### src/rtl/ssk_pkg.sv
// ssk_pkg: shared definitions for the multi-slot session-key control unit.
//   - Opcode constants carried in cmd_op[7:4].
//   - Response error codes reported on resp_err.
//   - One-hot FSM state encodings.
package ssk_pkg;

  localparam logic [3:0] OP_READ  = 4'd0;
  localparam logic [3:0] OP_WRITE = 4'd1;
  localparam logic [3:0] OP_ERASE = 4'd2;
  localparam logic [3:0] OP_LOCK  = 4'd3;

  typedef enum logic [2:0] {
    ERR_OK      = 3'd0,
    ERR_CMD     = 3'd1,
    ERR_SIZE    = 3'd2,
    ERR_STATE   = 3'd3,
    ERR_TIMEOUT = 3'd4
  } err_e;

  typedef enum logic [5:0] {
    S_IDLE    = 6'b000001,
    S_CHECK   = 6'b000010,
    S_RD_XFER = 6'b000100,
    S_WR_XFER = 6'b001000,
    S_DONE    = 6'b010000,
    S_ERR     = 6'b100000
  } state_e;

endpackage

### src/rtl/ssk_beat_cnt.sv
// ssk_beat_cnt: byte countdown and inactivity watchdog for one transfer.
//   clk, rst      : clock, synchronous active-high reset
//   load,load_val : load the transfer length in bytes
//   beat          : one accepted beat of the active transfer
//   run           : a transfer state is active (watchdog counts idle cycles)
//   rem_zero      : no bytes remain
//   rem_last      : the next beat finishes the transfer
//   wd_expired    : watchdog has reached TIMEOUT-1 idle cycles
module ssk_beat_cnt #(
  parameter int BEAT_BYTES = 4,
  parameter int TIMEOUT    = 1024
) (
  input  logic        clk,
  input  logic        rst,
  input  logic        load,
  input  logic [15:0] load_val,
  input  logic        beat,
  input  logic        run,
  output logic        rem_zero,
  output logic        rem_last,
  output logic        wd_expired
);

  localparam int              WD_W   = $clog2(TIMEOUT);
  localparam logic [15:0]     BEAT   = 16'(BEAT_BYTES);
  localparam logic [WD_W-1:0] WD_MAX = WD_W'(TIMEOUT - 1);

  logic [15:0]     rem_q, rem_d;
  logic [WD_W-1:0] wd_q, wd_d;

  assign rem_zero   = (rem_q == '0);
  assign rem_last   = (rem_q <= BEAT);
  assign wd_expired = (wd_q == WD_MAX);

  // NOTE: every variable assigned in always_comb gets a default first so no
  // path leaves it unassigned, which would otherwise infer a latch.
  always_comb begin
    rem_d = rem_q;
    if (load) begin
      rem_d = load_val;
    end else if (beat) begin
      // Saturate at zero: a short final beat never wraps the count.
      rem_d = rem_last ? '0 : rem_q - BEAT;
    end
    // Idle cycles inside a transfer advance the watchdog; a beat or any
    // non-transfer cycle (including the loading CHECK cycle) clears it.
    wd_d = (run && !beat) ? wd_q + 1'b1 : '0;
  end

  // NOTE: sequential state uses non-blocking assignments so every flop
  // samples the pre-edge values regardless of statement order.
  always_ff @(posedge clk) begin
    if (rst) begin
      rem_q <= '0;
      wd_q  <= '0;
    end else begin
      rem_q <= rem_d;
      wd_q  <= wd_d;
    end
  end

endmodule

### src/rtl/ssk_slot_cu.sv
// ssk_slot_cu: multi-slot session-key control unit.
// Decodes read/write/erase/lock commands against NUM_SLOTS key slots, checks
// sizes and slot state, tracks transfer beats with an inactivity watchdog and
// keeps per-slot valid/lock bits.
//   clk, rst            : clock, synchronous active-high reset
//   clr_ssk, ss_expire  : abort to IDLE (clr_ssk also wipes all slot bits)
//   cmd_rdy, cmd_en     : command handshake, sampled in IDLE only
//   cmd_op              : [7:4] opcode, [3:0] slot index
//   cmd_extend, wr_size : read / write length in bytes
//   wr_en, rd_en        : write / read beats
//   wr_open, rd_open    : transfer windows
//   slot_sel            : latched slot index
//   slot_valid/lock     : per-slot key-present / write-protect bits
//   resp_done, resp_err : one-cycle response and its error code
module ssk_slot_cu
  import ssk_pkg::*;
#(
  parameter int NUM_SLOTS  = 4,
  parameter int SLOT_BYTES = 64,
  parameter int BEAT_BYTES = 4,
  parameter int TIMEOUT    = 1024
) (
  input  logic                         clk,
  input  logic                         rst,
  input  logic                         clr_ssk,
  input  logic                         ss_expire,
  output logic                         cmd_rdy,
  input  logic                         cmd_en,
  input  logic [7:0]                   cmd_op,
  input  logic [15:0]                  cmd_extend,
  input  logic [15:0]                  wr_size,
  input  logic                         wr_en,
  input  logic                         rd_en,
  output logic                         wr_open,
  output logic                         rd_open,
  output logic [$clog2(NUM_SLOTS)-1:0] slot_sel,
  output logic [NUM_SLOTS-1:0]         slot_valid,
  output logic [NUM_SLOTS-1:0]         slot_lock,
  output logic                         resp_done,
  output logic [2:0]                   resp_err
);

  localparam int          SEL_W    = $clog2(NUM_SLOTS);
  localparam logic [15:0] SLOT_MAX = 16'(SLOT_BYTES);
  localparam logic [4:0]  SLOT_CNT = 5'(NUM_SLOTS);

  state_e               state_q, state_d;
  err_e                 err_code_q, err_code_d;
  logic [3:0]           op_q, op_d;
  logic [3:0]           slot_q, slot_d;
  logic [15:0]          ext_q, ext_d;
  logic [15:0]          size_q, size_d;
  logic [NUM_SLOTS-1:0] valid_q, valid_d;
  logic [NUM_SLOTS-1:0] lock_q, lock_d;
  logic [NUM_SLOTS-1:0] slot_mask;

  logic        load, beat, run;
  logic [15:0] load_val;
  logic        rem_zero, rem_last, wd_expired;
  logic        sel_valid, sel_locked;
  logic        ext_nz, size_nz;

  // Moore outputs decoded straight from the registered one-hot state.
  assign cmd_rdy    = (state_q == S_IDLE);
  assign wr_open    = (state_q == S_WR_XFER);
  assign rd_open    = (state_q == S_RD_XFER);
  assign resp_done  = (state_q == S_DONE) || (state_q == S_ERR);
  assign resp_err   = (state_q == S_ERR) ? err_code_q : ERR_OK;
  assign slot_sel   = slot_q[SEL_W-1:0];
  assign slot_valid = valid_q;
  assign slot_lock  = lock_q;

  // Empty mask for an out-of-range slot; only consulted after the range check.
  assign slot_mask  = {{(NUM_SLOTS-1){1'b0}}, 1'b1} << slot_q;
  assign sel_valid  = |(valid_q & slot_mask);
  assign sel_locked = |(lock_q & slot_mask);
  assign ext_nz     = (ext_q != '0);
  assign size_nz    = (size_q != '0);
  assign load_val   = (op_q == OP_READ) ? ext_q : size_q;

  ssk_beat_cnt #(
    .BEAT_BYTES (BEAT_BYTES),
    .TIMEOUT    (TIMEOUT)
  ) u_beat_cnt (
    .clk        (clk),
    .rst        (rst),
    .load       (load),
    .load_val   (load_val),
    .beat       (beat),
    .run        (run),
    .rem_zero   (rem_zero),
    .rem_last   (rem_last),
    .wd_expired (wd_expired)
  );

  always_comb begin
    state_d    = state_q;
    err_code_d = err_code_q;
    op_d       = op_q;
    slot_d     = slot_q;
    ext_d      = ext_q;
    size_d     = size_q;
    valid_d    = valid_q;
    lock_d     = lock_q;
    load       = 1'b0;
    beat       = 1'b0;
    run        = 1'b0;

    case (state_q)
      S_IDLE: begin
        if (cmd_en) begin
          op_d    = cmd_op[7:4];
          slot_d  = cmd_op[3:0];
          ext_d   = cmd_extend;
          size_d  = wr_size;
          state_d = S_CHECK;
        end
      end

      S_CHECK: begin
        state_d = S_ERR;
        if (op_q > OP_LOCK || {1'b0, slot_q} >= SLOT_CNT) begin
          err_code_d = ERR_CMD;
        end else begin
          case (op_q)
            OP_READ: begin
              if (size_nz || !ext_nz || ext_q > SLOT_MAX) begin
                err_code_d = ERR_SIZE;
              end else if (!sel_valid) begin
                err_code_d = ERR_STATE;
              end else begin
                load    = 1'b1;
                state_d = S_RD_XFER;
              end
            end
            OP_WRITE: begin
              if (ext_nz || !size_nz || size_q > SLOT_MAX) begin
                err_code_d = ERR_SIZE;
              end else if (sel_locked) begin
                err_code_d = ERR_STATE;
              end else begin
                // The old key is gone as soon as a rewrite starts.
                valid_d = valid_q & ~slot_mask;
                load    = 1'b1;
                state_d = S_WR_XFER;
              end
            end
            OP_ERASE: begin
              if (ext_nz || size_nz) begin
                err_code_d = ERR_SIZE;
              end else if (sel_locked) begin
                err_code_d = ERR_STATE;
              end else begin
                valid_d = valid_q & ~slot_mask;
                state_d = S_DONE;
              end
            end
            default: begin // OP_LOCK
              if (ext_nz || size_nz) begin
                err_code_d = ERR_SIZE;
              end else if (!sel_valid) begin
                err_code_d = ERR_STATE;
              end else begin
                lock_d  = lock_q | slot_mask;
                state_d = S_DONE;
              end
            end
          endcase
        end
      end

      S_RD_XFER: begin
        run  = 1'b1;
        beat = rd_en;
        if (rem_zero || (beat && rem_last)) begin
          state_d = S_DONE;
        end else if (!beat && wd_expired) begin
          err_code_d = ERR_TIMEOUT;
          state_d    = S_ERR;
        end
      end

      S_WR_XFER: begin
        run  = 1'b1;
        beat = wr_en;
        if (rem_zero || (beat && rem_last)) begin
          valid_d = valid_q | slot_mask;
          state_d = S_DONE;
        end else if (!beat && wd_expired) begin
          // Slot was cleared in CHECK and stays invalid after the abort.
          err_code_d = ERR_TIMEOUT;
          state_d    = S_ERR;
        end
      end

      default: begin // S_DONE, S_ERR
        state_d = S_IDLE;
      end
    endcase

    // Aborts override every transition above, including a final beat.
    // Restoring the registered slot bits on ss_expire cancels any update this
    // cycle; an in-flight write slot is already invalid from CHECK.
    if (clr_ssk) begin
      state_d = S_IDLE;
      valid_d = '0;
      lock_d  = '0;
      load    = 1'b0;
      beat    = 1'b0;
      run     = 1'b0;
    end else if (ss_expire) begin
      state_d = S_IDLE;
      valid_d = valid_q;
      lock_d  = lock_q;
      load    = 1'b0;
      beat    = 1'b0;
      run     = 1'b0;
    end
  end

  always_ff @(posedge clk) begin
    if (rst) begin
      state_q    <= S_IDLE;
      err_code_q <= ERR_OK;
      op_q       <= '0;
      slot_q     <= '0;
      ext_q      <= '0;
      size_q     <= '0;
      valid_q    <= '0;
      lock_q     <= '0;
    end else begin
      state_q    <= state_d;
      err_code_q <= err_code_d;
      op_q       <= op_d;
      slot_q     <= slot_d;
      ext_q      <= ext_d;
      size_q     <= size_d;
      valid_q    <= valid_d;
      lock_q     <= lock_d;
    end
  end

endmodule

### config.mk
export PLATFORM = sky130hd
export DESIGN_NAME = ssk_slot_cu
export DESIGN_NICKNAME = d
export VERILOG_FILES = /design/src/rtl/ssk_pkg.sv /design/src/rtl/ssk_beat_cnt.sv /design/src/rtl/ssk_slot_cu.sv
export SDC_FILE = /design/constraint.sdc
export NUM_CORES = 1
export LEC_CHECK = 0
export CAP_MARGIN = 0
export CELL_PAD_IN_SITES_DETAIL_PLACEMENT = 1
export CELL_PAD_IN_SITES_GLOBAL_PLACEMENT = 2
export CORE_MARGIN = 4
export CORE_UTILIZATION = 28
export CTS_CLUSTER_SIZE = 30
export DETAILED_ROUTE_END_ITERATION = 8
export MAX_ROUTING_LAYER = met4
export PLACE_DENSITY = 0.8
export SYNTH_ARGS = -nofsm -noshare
export SYNTH_HDL_FRONTEND = slang
export SYNTH_SLANG_ARGS = --single-unit
### constraint.sdc
create_clock -name clk -period 2.6 [get_ports clk]
set_input_delay 0.39 -clock clk [delete_from_list [all_inputs] [get_ports clk]]
set_output_delay 0.39 -clock clk [all_outputs]
set_load 0.05 [all_outputs]
==> impl_metrics.csv, run 1 <==
group,metric,value,unit
status,outcome,"finished, violations left",
status,violations,"setup timing",
cells_and_area,multiInputGateArea,0.00266,mm²
timing,fmax,382,MHz
route,firstDrtPassIters,6,
synth,async_reset_ff_share,0,%
power_and_ir_drop,p_per_area,500,mW/mm²
global_route,grt_pass1_vias,4627,
timing,hold_viol_final,0,
clocking,clk_pin_slew_worst_paths,70,ps
global_route,grt_start_max_net_pins,59,
synth,synthFlopType,"dfxtp_1",
synth,synth_cells,537,
clocking,cts_buffers,9,
power_and_ir_drop,leakage,2.32,nW
placed_design,dp_slack,-205,ps
floorplanning,coreArea,0.0146,mm²
timing,skew,9.40,ps
floorplanning,die_area,0.0171,mm²
cells_and_area,regArea,0.00168,mm²
route,remaining_drc_errors,0,
critical_path,cp-end-kind,"register",
synth,yosysSeqAreaShare,39.3,%
timing,setup_ws,-18.4,ps
floorplanning,fp.dieH,131,µm
clocking,clk_latency,360,ps
floorplanning,die_w,131,µm
global_route,grt_usage,18.1,%
timing,fin_crit_sh,101,%
critical_path,r2r_slack,-20,ps
power_and_ir_drop,peakVddDrop,345,µV
route,drtAntennaViolNets,0,
synth,synth_edf_count,0,
cells_and_area,fillers,1744,
clocking,cts_max_level,3,
route,vias,4440,
critical_path,crit_fanout,4,
cells_and_area,area_delta_synth_final,46.9,%
timing,rsz0062_at_grt,"yes",
floorplanning,start_util,28.9,%
timing,tightest_slew,674,ps
clocking,clock_path_buffers,2,
cells_and_area,layout_common_cells,"122 x nand2_1, 76 x dfxtp_1, 75 x buf_4",
synth,yosysWarnings,0,
clocking,cts_sinks,83,
global_route,grt_overflow_total,0,
critical_path,crit_path_start_kind,"register",
timing,slew_headroom,55.0,%
timing,final_max_slew_viol_count,0,
cells_and_area,instances_no_fill,857,
cells_and_area,num_antenna_cells,0,
timing,holdWs,451,ps
route,wl_per_cell,16.8,µm
job,maxCapViolCount,0,
critical_path,critical_path_required,2890,ps
synth,synth.ff_latch_count,83,
placed_design,gp_congestion,0.894,
placed_design,hpwl,10700,µm
route,viasPerCell,5.18,
min_path,hp-class,"in -> reg",
critical_path,criticalPathCategory,"reg -> reg",
route,wl,14400,µm
synth,synth_nets,588,
timing,period_needed,2620,ps
placed_design,post-place-cells,828,
synth,synth.distinct_cells,73,
cells_and_area,nets,719,
cells_and_area,layout_commonest_cell,"nand2_1",
power_and_ir_drop,power,0.00311,W
synth,syn-cell-area,0.00423,mm²
clocking,cts-root-buf,"clkbuf_16",
synth,avgSynthCellArea,7.88,µm²
placed_design,port_buffers,63,
global_route,grt_pass1_wl,23500,µm
route,drtIter0Drc,181,
timing,setup_viol,3,
floorplanning,rows,44,
global_route,antenna_found_initial,0,
cells_and_area,drive_gt1_share,25.4,%
clocking,cts_tree,"yes",
critical_path,worstPathArrival,2910,ps
floorplanning,top_level_ports,64,
==> sequential cells by signal, summed over array words and instances (netlist names), named ones only <==
| register | cells |
|---|---|
| slot_q | 4 |
| size_q | 16 |
| slot_lock | 4 |
| state_q | 6 |
| ext_q | 16 |
| u_beat_cnt.wd_q | 10 |
| op_q | 4 |
| err_code_q | 3 |
| u_beat_cnt.rem_q | 16 |
==> layout make-up <==
| cell class | count | area share [%] |
|---|---|---|
| clock buffers | 12 | 4.31 |
| clock inverters | 4 | 0.483 |
| inverters | 15 | 0.906 |
| multi-input cells | 419 | 42.8 |
| flip-flops and latches | 83 | 27.1 |
| well taps | 184 | 3.70 |
| repair buffers | 140 | 20.8 |
==> repair_timing <==
item                                    in CTS  in global routing
resized for setup                           19                 25
setup buffers                                6                  5
pin swaps                                    8                 10
hold buffers                                 0                  0
cloned                                       1                  1
endpoints found under the setup margin      30                 32
==> critical path, cell delays in order (launching register included) <==
cell and delay (ps):
dfxtp_4 350, mux4_2 480, and2_4 160, or4b_4 580, o32a_1 410, or4_1 430
a21oi_1 160
==> logic make-up after synthesis <==
family / after synthesis / synth area share, %
simple gates: 266 / 30.9
compound gates: 129 / 20.2
flops: 83 / 39.3
buf+inv: 37 / 3.67
xor+xnor: 9 / 1.86
mux: 9 / 2.93
fa+ha+maj: 4 / 1.18
==> power breakdown <==
group	internal, W	switching, W
Combinational	0.000234	0.000240
Sequential	0.00131	0.0000299
Clock	0.000736	0.000561
Total	0.00228	0.000831
==> stage by stage <==
step / util (%) / area (µm²) / TNS [ps]
6_report: 42.4 / 6220 / -48.0
5_1_grt: 42.4 / 6220 / -1160
4_1_cts: 41.3 / 6050 / -31.4
3_5_place_dp: 38.3 / 5610 / -1830
3_3_place_gp: 38.3 / 5610 / -744
2_1_floorplan: - / 4270 / -155
==> synthesized netlist by cell type (2+ instances only) <==
library cell	n	area, µm²
nand2_1	122	458
dfxtp_1	83	1660
a21oi_1	64	320
nor2_1	39	146
clkbuf_1	17	63.8
nor3_1	16	80.1
inv_1	15	56.3
nand3_1	15	75.1
nor4_1	11	68.8
or4_1	11	82.6
or3_1	10	62.6
a211oi_1	7	52.6
nand4_1	7	43.8
o21ai_0	7	35.0
and2_1	6	37.5
mux2i_1	6	60.1
o31ai_1	6	45.0
xnor2_1	6	52.6
a31oi_1	5	31.3
o21a_1	5	37.5
ha_1	4	50.1
nor2b_1	4	25.0
o32ai_1	4	35.0
nand2b_1	3	18.8
o211ai_1	3	22.5
xor2_1	3	26.3
a22oi_1	2	15.0
buf_4	2	15.0
nand3b_1	2	15.0
nand4b_1	2	17.5
o21bai_1	2	15.0
o221a_2	2	22.5
o22ai_1	2	12.5
o31a_1	2	17.5
o32a_1	2	20.0
or2_2	2	12.5
or3b_2	2	17.5
==> worst paths after layout <==
path,startpoint,end,depth (start not counted)
max,slot_q[0],register,6
min,rst,state_q[3],4
min reg2reg,size_q[9],size_q[9],2
max reg2reg,slot_q[0],register,6
==> metal layers <==
| metal | vias to the layer above | global-route usage, % | share of wire [%] |
|---|---|---|---|
| met1 | 2144 | 21.3 | 46 |
| met3 | 22 | 4.47 | 3.4 |
| met4 | 0 | 6.47 | 1.9 |
| met2 | 78 | 29.9 | 49 |
| li1 | 2196 | - | - |
| met5 | - | - | 0 |
No activity file was read; power rests on OpenSTA's default activity.
==> run 2: changes to the inputs <==
--- a/config.mk
+++ b/config.mk
@@ -8,12 +8,13 @@
 export CAP_MARGIN = 0
 export CELL_PAD_IN_SITES_DETAIL_PLACEMENT = 1
 export CELL_PAD_IN_SITES_GLOBAL_PLACEMENT = 2
-export CORE_MARGIN = 4
+export CORE_MARGIN = 2
 export CORE_UTILIZATION = 28
 export CTS_CLUSTER_SIZE = 30
 export DETAILED_ROUTE_END_ITERATION = 8
 export MAX_ROUTING_LAYER = met4
 export PLACE_DENSITY = 0.8
+export RECOVER_POWER = 50
 export SYNTH_ARGS = -nofsm -noshare
 export SYNTH_HDL_FRONTEND = slang
 export SYNTH_SLANG_ARGS = --single-unit
==> run 2 against run 1 <==
  * Final area down 0.56%
  * Worst setup slack better by 3.2 ps
  * The flow still finishes with violations (setup timing)
  * Flip-flop and latch count unchanged
  * Core utilization down 0.24 points
==> impl_metrics.csv, run 2 (synthesis results as in run 1) <==
group,metric,value,unit
status,outcome,"finished, violations left",
status,violations,"setup timing",
critical_path,timing.rr.start,"slot_q[0]",
critical_path,cp_slowest_cell,"or4b_4",
route,drtIter0Drc,169,
cells_and_area,drive_gt1_share,24.6,%
cells_and_area,fillers,1763,
critical_path,crit_path_start_kind,"register",
timing,period_needed,2620,ps
clocking,cts_tree,"yes",
min_path,hp-class,"reg -> reg",
clocking,cts_buffers,9,
cells_and_area,nets,714,
global_route,grt_overflow_total,0,
route,firstDrtPassIters,4,
critical_path,cp_num_buf_inv,2,
critical_path,cpPeakStageDelay,530,ps
clocking,cts-root-buf,"clkbuf_16",
clocking,clock_path_buffers,2,
clocking,cts_sinks,83,
critical_path,worstPathCellList,"mux4_2 -> and2_4 -> or4b_4 -> o32ai_4 -> buf_12 -> a21oi_4 -> buf_6 -> a21oi_1 -> a211oi_1",
placed_design,post-place-cells,828,
clocking,cts_max_level,3,
floorplanning,die_w,127,µm
floorplanning,die_area,0.0161,mm²
placed_design,hpwl,10100,µm
global_route,grt_start_max_net_pins,59,
floorplanning,rows,44,
clocking,clk_pin_slew_worst_paths,60,ps
critical_path,cp-end-kind,"register",
critical_path,critPathTopFamily,"simple AND/OR/NAND/NOR gates",
cells_and_area,reg_top3,"ext_q: 16 flops, size_q: 16 flops, u_beat_cnt.rem_q: 16 flops",
critical_path,crit_fanout,6,
floorplanning,top_level_ports,64,
timing,hold_viol_final,0,
cells_and_area,post-route-util,42.2,%
timing,final_max_slew_viol_count,0,
timing,setup_viol,4,
route,viasPerCell,5.11,
cells_and_area,layout_common_cells,"122 x nand2_1, 76 x dfxtp_1, 66 x buf_4",
timing,slew_headroom,54.8,%
placed_design,dp_slack,-184,ps
power_and_ir_drop,peakVddDrop,342,µV
global_route,grt_pass1_vias,4500,
route,remaining_drc_errors,0,
route,drtAntennaViolNets,0,
global_route,grt_usage,17.4,%
critical_path,worstSetupStartpoint,"slot_q[0]",
timing,skew,6.88,ps
timing,rsz0062_at_grt,"yes",
floorplanning,coreArea,0.0146,mm²
timing,fmax,382,MHz
clocking,ctsHoldBuffers,0,
power_and_ir_drop,p_per_area,500,mW/mm²
power_and_ir_drop,leakage,2.33,nW
timing,setup_ws,-15.2,ps
route,wl,13700,µm
critical_path,critical_path_required,2800,ps
global_route,antenna_found_initial,0,
min_path,hp-start,"ext_q[12]",
job,maxCapViolCount,0,
floorplanning,start_util,28.9,%
global_route,grt_pass1_wl,22000,µm
cells_and_area,num_antenna_cells,0,
cells_and_area,area_delta_synth_final,46.1,%
timing,fin_crit_sh,101,%
placed_design,gp_congestion,0.880,
route,wl_per_cell,16.1,µm
cells_and_area,layout_commonest_cell,"nand2_1",
route,vias,4357,
critical_path,worstPathArrival,2810,ps
timing,tightest_slew,672,ps
critical_path,criticalPathCategory,"reg -> reg",
placed_design,port_buffers,63,
cells_and_area,instances_no_fill,852,
floorplanning,fp.dieH,127,µm
clocking,clk_latency,350,ps
run 2: cell types whose count changed in the layout (fill, tap and decap cells not counted), moves of 2 or more:
cell | previous run | this run
mux2i_2 | 0 | 2
clkbuf_1 | 1 | 4
buf_6 | 1 | 4
dlygate4sd3_1 | 0 | 10
buf_4 | 75 | 66
clkdlybuf4s50_1 | 55 | 45
a21oi_1 | 53 | 55
a21oi_2 | 11 | 9
mux2i_1 | 6 | 4
run 2: cell type report:
class | count | area, µm² | area share, %
inverters | 15 | 56.3 | 0.911
clock inverters | 4 | 51.3 | 0.830
repair buffers | 136 | 1250 | 20.2
well taps | 184 | 230 | 3.72
flip-flops and latches | 83 | 1680 | 27.2
multi-input cells | 418 | 2670 | 43.1
clock buffers | 12 | 246 | 3.99
run 2: report_power, final:
group	internal, W	total [W]	switching (W)
Combinational	0.000220	0.000457	0.000237
Clock	0.000771	0.00130	0.000532
Sequential	0.00131	0.00133	0.0000265
run 2: path summary, 6_finish.rpt:
path                            slack, ps  cells after the start                    to
worst max-delay path                  -20                      9  u_beat_cnt.rem_q[12]
worst min-delay path                  460                      2             ext_q[12]
worst max register to register        -20                      9  u_beat_cnt.rem_q[12]
worst min register to register        460                      2             ext_q[12]
run 2: worst register-to-register path, delay by kind of cell, from the launching register on:
kind                   cells  cell delay (ps)
buffers and inverters      2              310
AO/OA/AOI/OAI              4              610
AND/OR/NAND/NOR            2              700
multiplexers               1              500
flip-flops                 1              350
run 2: per-layer routing:
layer	vias up	wire length [µm]	track usage, %
li1	2183	-	-
met1	2082	6440	21.8
met2	75	6640	28.3
met3	17	431	3.42
met4	0	216	5.75
met5	-	0	-
run 2: timing repair:
| item | in CTS | in global routing |
|---|---|---|
| pin swaps | 6 | 21 |
| gates cloned | 0 | 1 |
| gates resized for setup | 15 | 37 |
| buffers inserted | 2 | 5 |
| endpoints found under the setup margin | 22 | 31 |
run 2: through the flow:
stage	hold slack [ps]	area, µm²	TNS, ps	total power (W)
after global routing	484	6180	-1550	0.00321
after CTS	457	6000	-293	0.00311
final	458	6180	-41.2	0.00309
after global placement	443	5610	-342	0.00178
after detailed placement	448	5610	-1410	0.00179
after floorplan	430	4270	-155	0.00156
